<file path="config.mk">
export PLATFORM = sky130hd
export DESIGN_NAME = slt_32_bit_unit
export DESIGN_NICKNAME = d
export VERILOG_FILES = /design/src/rtl/slt_32_bit_unit.sv
export SDC_FILE = /design/constraint.sdc
export NUM_CORES = 1
export LEC_CHECK = 0
export ABC_AREA = 1
export ABC_CLOCK_PERIOD_IN_PS = 6400
export BUFFER_PORTS_ARGS = -buffer_cell sky130_fd_sc_hd__buf_2
export CAP_MARGIN = 5
export CORE_MARGIN = 8
export CORE_UTILIZATION = 42
export DETAILED_ROUTE_END_ITERATION = 8
export PLACE_DENSITY = 0.89
export SLEW_MARGIN = 15
export SYNTH_ARGS = -nofsm -noshare
export SYNTH_HDL_FRONTEND = slang
export SYNTH_SLANG_ARGS = --single-unit
</file>
<file path="constraint.sdc">
create_clock -name clk -period 6.4 [get_ports clk]
set_input_delay 0.32 -clock clk [delete_from_list [all_inputs] [get_ports clk]]
set_output_delay 0.32 -clock clk [all_outputs]
set_load 0.01 [all_outputs]
</file>
<file path="src/rtl/slt_32_bit_unit.sv">
// rtl/slt_32_bit_unit.sv - registered set-less-than (SLT/SLTU) built on a ripple-carry subtractor
module slt_fa_slice (
    input  logic x,
    input  logic y,
    input  logic cin,
    output logic s,
    output logic cout
);
    assign s    = x ^ y ^ cin;
    assign cout = (x & y) | (cin & (x ^ y));
endmodule

module slt_32_bit_unit #(
    parameter int WIDTH = 32
) (
    input  logic             clk,
    input  logic             rst_n,
    input  logic             in_valid,
    input  logic [WIDTH-1:0] a,
    input  logic [WIDTH-1:0] b,
    input  logic             is_unsigned,
    output logic             out_valid,
    output logic [WIDTH-1:0] result
);
    logic [WIDTH-1:0] diff;
    logic [WIDTH:0]   carry;
    logic             overflow;
    logic             less;
    logic             diff_low_unused;

    // a - b as a + ~b + 1: the +1 enters as the chain's carry-in
    assign carry[0] = 1'b1;

    for (genvar i = 0; i < WIDTH; i++) begin : g_slice
        slt_fa_slice u_slice (
            .x    (a[i]),
            .y    (~b[i]),
            .cin  (carry[i]),
            .s    (diff[i]),
            .cout (carry[i+1])
        );
    end

    // Only the sign bit of the difference feeds the compare
    assign diff_low_unused = ^diff[WIDTH-2:0];

    assign overflow = carry[WIDTH-1] ^ carry[WIDTH];
    assign less     = is_unsigned ? ~carry[WIDTH] : (diff[WIDTH-1] ^ overflow);

    always_ff @(posedge clk) begin
        if (!rst_n) begin
            result    <= '0;
            out_valid <= 1'b0;
        end else if (in_valid) begin
            result    <= {{(WIDTH-1){1'b0}}, less};
            out_valid <= 1'b1;
        end else begin
            out_valid <= 1'b0;
        end
    end
endmodule

</file>
==> results of run 1 <==
-- where the power goes --
group / internal, uW / total, uW / switching, uW
logic: 33.9 / 73.8 / 39.8
registers: 13.4 / 13.7 / 0.283
clock network: 20.7 / 27.7 / 7.05
-- worst max-delay path: cells and delay by family --
| family | cells | cell delay [ps] |
|---|---|---|
| simple gates | 60 | 2890 |
| fa+ha+maj | 2 | 620 |
| compound gates | 2 | 280 |
| buf+inv | 2 | 160 |
-- cell type report --
cell class,count,area [um^2],area share
multi-input combinational,128,782,0.530
clock buffer,3,22.5,0.0153
sequential,2,40.0,0.0271
timing repair buffer,69,345,0.234
inverter,66,248,0.168
tap,31,38.8,0.0263
-- per-stage QoR --
stage	area, um^2	setup slack, ps	power (uW)	utilization	std cells
3_3_place_gp	1450	2120	84.7	0.532	296
5_1_grt	1480	1560	132	0.540	299
6_report	1480	2300	115	0.540	299
3_5_place_dp	1450	2040	87.2	0.532	296
2_1_floorplan	1300	2530	72.9	-	227
4_1_cts	1480	2250	117	0.540	299
-- per-layer routing --
metal,vias up,share of wire,GRT usage
li1,636,-,-
met1,476,0.37,0.0868
met2,49,0.52,0.191
met3,0,0.11,0.0515
met4,0,0,0.0159
met5,-,0,0
-- sequential cells by signal, indices dropped and copies added, names as in the netlist --
| register | cells |
|---|---|
| result | 1 |
| out_valid | 1 |
-- worst max path at each step --
stage               from         to  cells past startpoint
finish              a[1]  result[0]                     66
global route        b[1]  result[0]                     67
CTS                 a[1]  result[0]                     66
detailed placement  a[1]  result[0]                     66
global placement    a[1]  result[0]                     66
floorplan           b[1]  result[0]                     66
-- placed cells by master, fill, tap and decap left out --
master    netlist  final
conb_1          1     31
inv_1          66     66
o21ai_0         1      1
dfxtp_1         2      2
ha_1           30     30
clkbuf_4        0      3
nand2_1        62     62
fa_1            2      2
nor2_1          1      1
buf_2           0     69
o221ai_1        1      1
-- cell families after synthesis --
kind of cell               Yosys count  synth area share
other                                1           0.00315
buffers and inverters               97             0.404
DFF                                  2            0.0337
adders and majority gates           32             0.349
and+or+nand+nor                     63             0.199
AOI/OAI and AO/OA                    2            0.0116
==> results.toml, run 1 <==
[hold_path]
min_from = "rst_n"
hold_depth = 3
hold_end = "out_valid"
hp-class = "in2reg"

[sta]
setup_viol = 0
clock_skew_ps = 0
fmax_mhz = 244
final.min_clock_period_ps = 4100
hold_viol_final = 0
finalSetupTns_ps = 0
slew_viol_final = 0
rsz0062_at_grt = "no"
period_share = 0.640
timing.hold.ws_ps = 297

[logic_synthesis]
synth.yosys.seq_area_share = 0.0336
synth.area.top_cells = "ha_1, inv_1, buf_4"
synth_cell_types = 10
yosys.area.top_type_share = 0.315
ys_warn_count = 0
synth_commonest_cells = "inv_1, nand2_1, buf_4"
synth_cells = 197
synth_edf_count = 0
synth_top_area_cell = "ha_1"
async_reset_ff_frac = 0
synth_area_mm2 = 0.00119
ys.flop_type = "dfxtp_1"
syn_area_per_cell_um2 = 6.04
synth_most_common_cell = "inv_1"
synth_seq_cells = 2

[grt]
overflow = 0
antenna_found_initial = 0
grtUsageTotal = 0.0978
grt_max_degree = 4
grt_pass1_vias = 1154
grt_pass1_wl_um = 4280

[cts]
numClockSinks = 2
cts_resized = 0
clkTransAtPathRegs_ps = 30
cts_tree = "done"
hold_buffers = 0
cts_buffer_depth = 2
cts_setup_buffers = 0
cts_root_buffer = "clkbuf_4"
clock_latency_ps = 220
htreeDepth = 1
cts_buffers = 3

[power_and_ir_drop]
leakage_uw = 0.00114
ir_drop_mv = 0.0747
p_per_area_mw_per_mm2 = 78.0

[die]
die_area_mm2 = 0.00479
die-width_um = 69.2
start_util = 0.435
core_area_mm2 = 0.00273
die_h_um = 69.2
io_pins = 101
rows = 19

[setup_path]
crit_type = "in2reg"
critPathLaunchType = "input pin"
arrival_ps = 4270
max_stage_delay_ps = 350
critPathRequiredTime_ps = 6570
regToRegEndpoint = "result[0]"
regToRegStartpoint = "result[0]"
cpMostUsedCell = "nand2_1"
crit_fanout = 2
cp_slowest_cell = "fa_1"
endpoint_kind = "flip-flop"
rr_worst_depth = 2
r2r_slack_ps = 5760

[detailed_routing]
route.vias.total = 1161
avgRoutedWirePerCell_um = 8.49
first_pass_iters = 4
viasPerCell = 3.88
first_iter_violations = 21
drc_errors = 0
wl_um = 2540
ant_nets = 0

[layout]
n_fill_cell = 273
area_growth_pct = 24.1
layout-drive-gt1-share = 0.269
num-nets-final = 370
antenna_cells = 0

[outcome]
status = "complete, no violations"

[place]
dp_hpwl_um = 2450
place_congestion = 0.696
io_buffer_count = 69

[flow_run]
drv_cap = 0
(Power assumes the default switching activity.)
==> inputs of run 2 (changes only) <==
--- a/config.mk
+++ b/config.mk
@@ -6,13 +6,13 @@
 export NUM_CORES = 1
 export LEC_CHECK = 0
 export ABC_AREA = 1
-export ABC_CLOCK_PERIOD_IN_PS = 6400
+export ABC_CLOCK_PERIOD_IN_PS = 3320
 export BUFFER_PORTS_ARGS = -buffer_cell sky130_fd_sc_hd__buf_2
 export CAP_MARGIN = 5
 export CORE_MARGIN = 8
-export CORE_UTILIZATION = 42
+export CORE_UTILIZATION = 35
 export DETAILED_ROUTE_END_ITERATION = 8
-export PLACE_DENSITY = 0.89
+export PLACE_DENSITY = 0.79
 export SLEW_MARGIN = 15
 export SYNTH_ARGS = -nofsm -noshare
 export SYNTH_HDL_FRONTEND = slang
==> constraint.sdc (replaced) <==
create_clock -name clk -period 3.32 [get_ports clk]
set_input_delay 0.166 -clock clk [delete_from_list [all_inputs] [get_ports clk]]
set_output_delay 0.166 -clock clk [all_outputs]
set_load 0.01 [all_outputs]
==> run 2 against run 1 <==
  * The run now ends with setup timing left
  * Total power grew 99%
  * First-iteration DRC count decreased by 57%
  * Sequential power up 93%
  * Sequential share of layout area is 0.11 points lower
  * Non-clock buffer count did not move
  * Critical path depth did not move
  * Register-to-register slack worse by 3100 ps
  * Critical endpoint unchanged
==> results.toml, run 2 (same netlist as run 1, synthesis figures left out) <==
[grt]
antenna_found_initial = 0
grt_pass1_wl_um = 4300
overflow = 0
grtUsageTotal = 0.0930
grt_max_degree = 4
grt_pass1_vias = 1181

[cts]
htreeDepth = 1
hold_buffers = 0
cts_buffers = 3
cts_buffer_depth = 2
clkTransAtPathRegs_ps = 30
cts_root_buffer = "clkbuf_4"
clock_latency_ps = 220
cts_setup_buffers = 0
cts_tree = "done"
numClockSinks = 2

[detailed_routing]
route.vias.total = 1170
drc_errors = 0
first_pass_iters = 4
first_iter_violations = 9
wl_um = 2830
ant_nets = 0
viasPerCell = 3.73
avgRoutedWirePerCell_um = 9.00

[layout]
postLayoutCellArea_mm2 = 0.00154
layout-drive-gt1-share = 0.295
finalNonFillerCells = 314
final_cell_mix = "buf_2, inv_1, nand2_1"
area_growth_pct = 29.1
antenna_cells = 0
num-nets-final = 370
final_common_cell = "buf_2"
largestRegisters = "out_valid x1, result x1"

[setup_path]
crit_fanout = 2
critPathRequiredTime_ps = 3490
critPathLaunchType = "input pin"
max_stage_delay_ps = 330
cp-startpoint = "a[1]"
cp_slowest_cell = "fa_2"
regToRegStartpoint = "result[0]"
arrival_ps = 3970
cpMostUsedCell = "nand2_1"
crit_type = "in2reg"
endpoint_kind = "flip-flop"

[sta]
final.min_clock_period_ps = 3810
fmax_mhz = 263
rsz0062_at_grt = "yes"
setup_viol = 1
setup_ws_ps = -485
period_share = 1.15
hold_viol_final = 0
clock_skew_ps = 0
slew_viol_final = 0

[power_and_ir_drop]
leakage_uw = 0.00114
ir_drop_mv = 0.0516
p_per_area_mw_per_mm2 = 149

[place]
dp_hpwl_um = 2570
place_congestion = 0.692
place_ws_ps = -816
dp_cells = 311
placed_cell_area_mm2 = 0.00148
io_buffer_count = 69

[die]
core_area_mm2 = 0.00331
die-width_um = 74.3
rows = 21
start_util = 0.359
die_area_mm2 = 0.00552
io_pins = 101
die_h_um = 74.3

[outcome]
status = "finished, violations left"
violations = "setup timing"

[flow_run]
drv_cap = 0

[hold_path]
min_from = "rst_n"
hp-class = "in2reg"
==> run 2: cell counts in the layout (fill, tap and decap cells not counted) <==
Identical to the previous run, type by type.
==> run 2: critical path, delay by kind of cell <==
family,cells,cell delay (ps)
AOI/OAI and AO/OA,2,240
adders and majority gates,2,560
and+or+nand+nor,60,2830
buffers and inverters,2,160
==> run 2: stage by stage <==
step / TNS (ps) / total power [uW] / utilization / hold WS (ps)
global placement: -771 / 165 / 0.446 / 368
CTS: -541 / 233 / 0.463 / 144
detailed placement: -816 / 171 / 0.446 / 375
global route: -1050 / 263 / 0.464 / 162
floorplan: -331 / 141 / - / 259
finish: -485 / 230 / 0.464 / 150
==> run 2: metal layers <==
metal | GRT usage | routed length, um
met1 | 0.0978 | 1020
met2 | 0.163 | 1340
met3 | 0.0418 | 463
met4 | 0.0261 | 0
met5 | 0 | 0
==> run 2: repair_timing <==
action	in CTS	in global routing
resized for setup	6	2
pin swaps	5	7
setup endpoints to repair	1	1
==> run 2: worst paths after layout <==
kind | endpoint | slack (ps) | cells after the start
worst min-delay path | out_valid | 150 | 3
worst max-delay path | result[0] | -490 | 66
worst min register to register | result[0] | 510 | 2
worst max register to register | result[0] | 2690 | 2
==> run 2: layout make-up <==
| class | count | area, um^2 |
|---|---|---|
| fill | 360 | 1770 |
| inverter | 66 | 250 |
| timing repair buffer | 69 | 358 |
| multi-input combinational | 128 | 808 |
| clock buffer | 3 | 22.5 |
| sequential | 2 | 40.0 |
| tap | 46 | 57.6 |
==> run 2: where the power goes <==
part | leakage (uW) | internal [uW] | total, uW | switching, uW
Combinational | 0.00111 | 69.8 | 151 | 80.8
Sequential | 0.0000167 | 25.9 | 26.4 | 0.548
Clock | 0.0000138 | 39.8 | 52.6 | 12.8
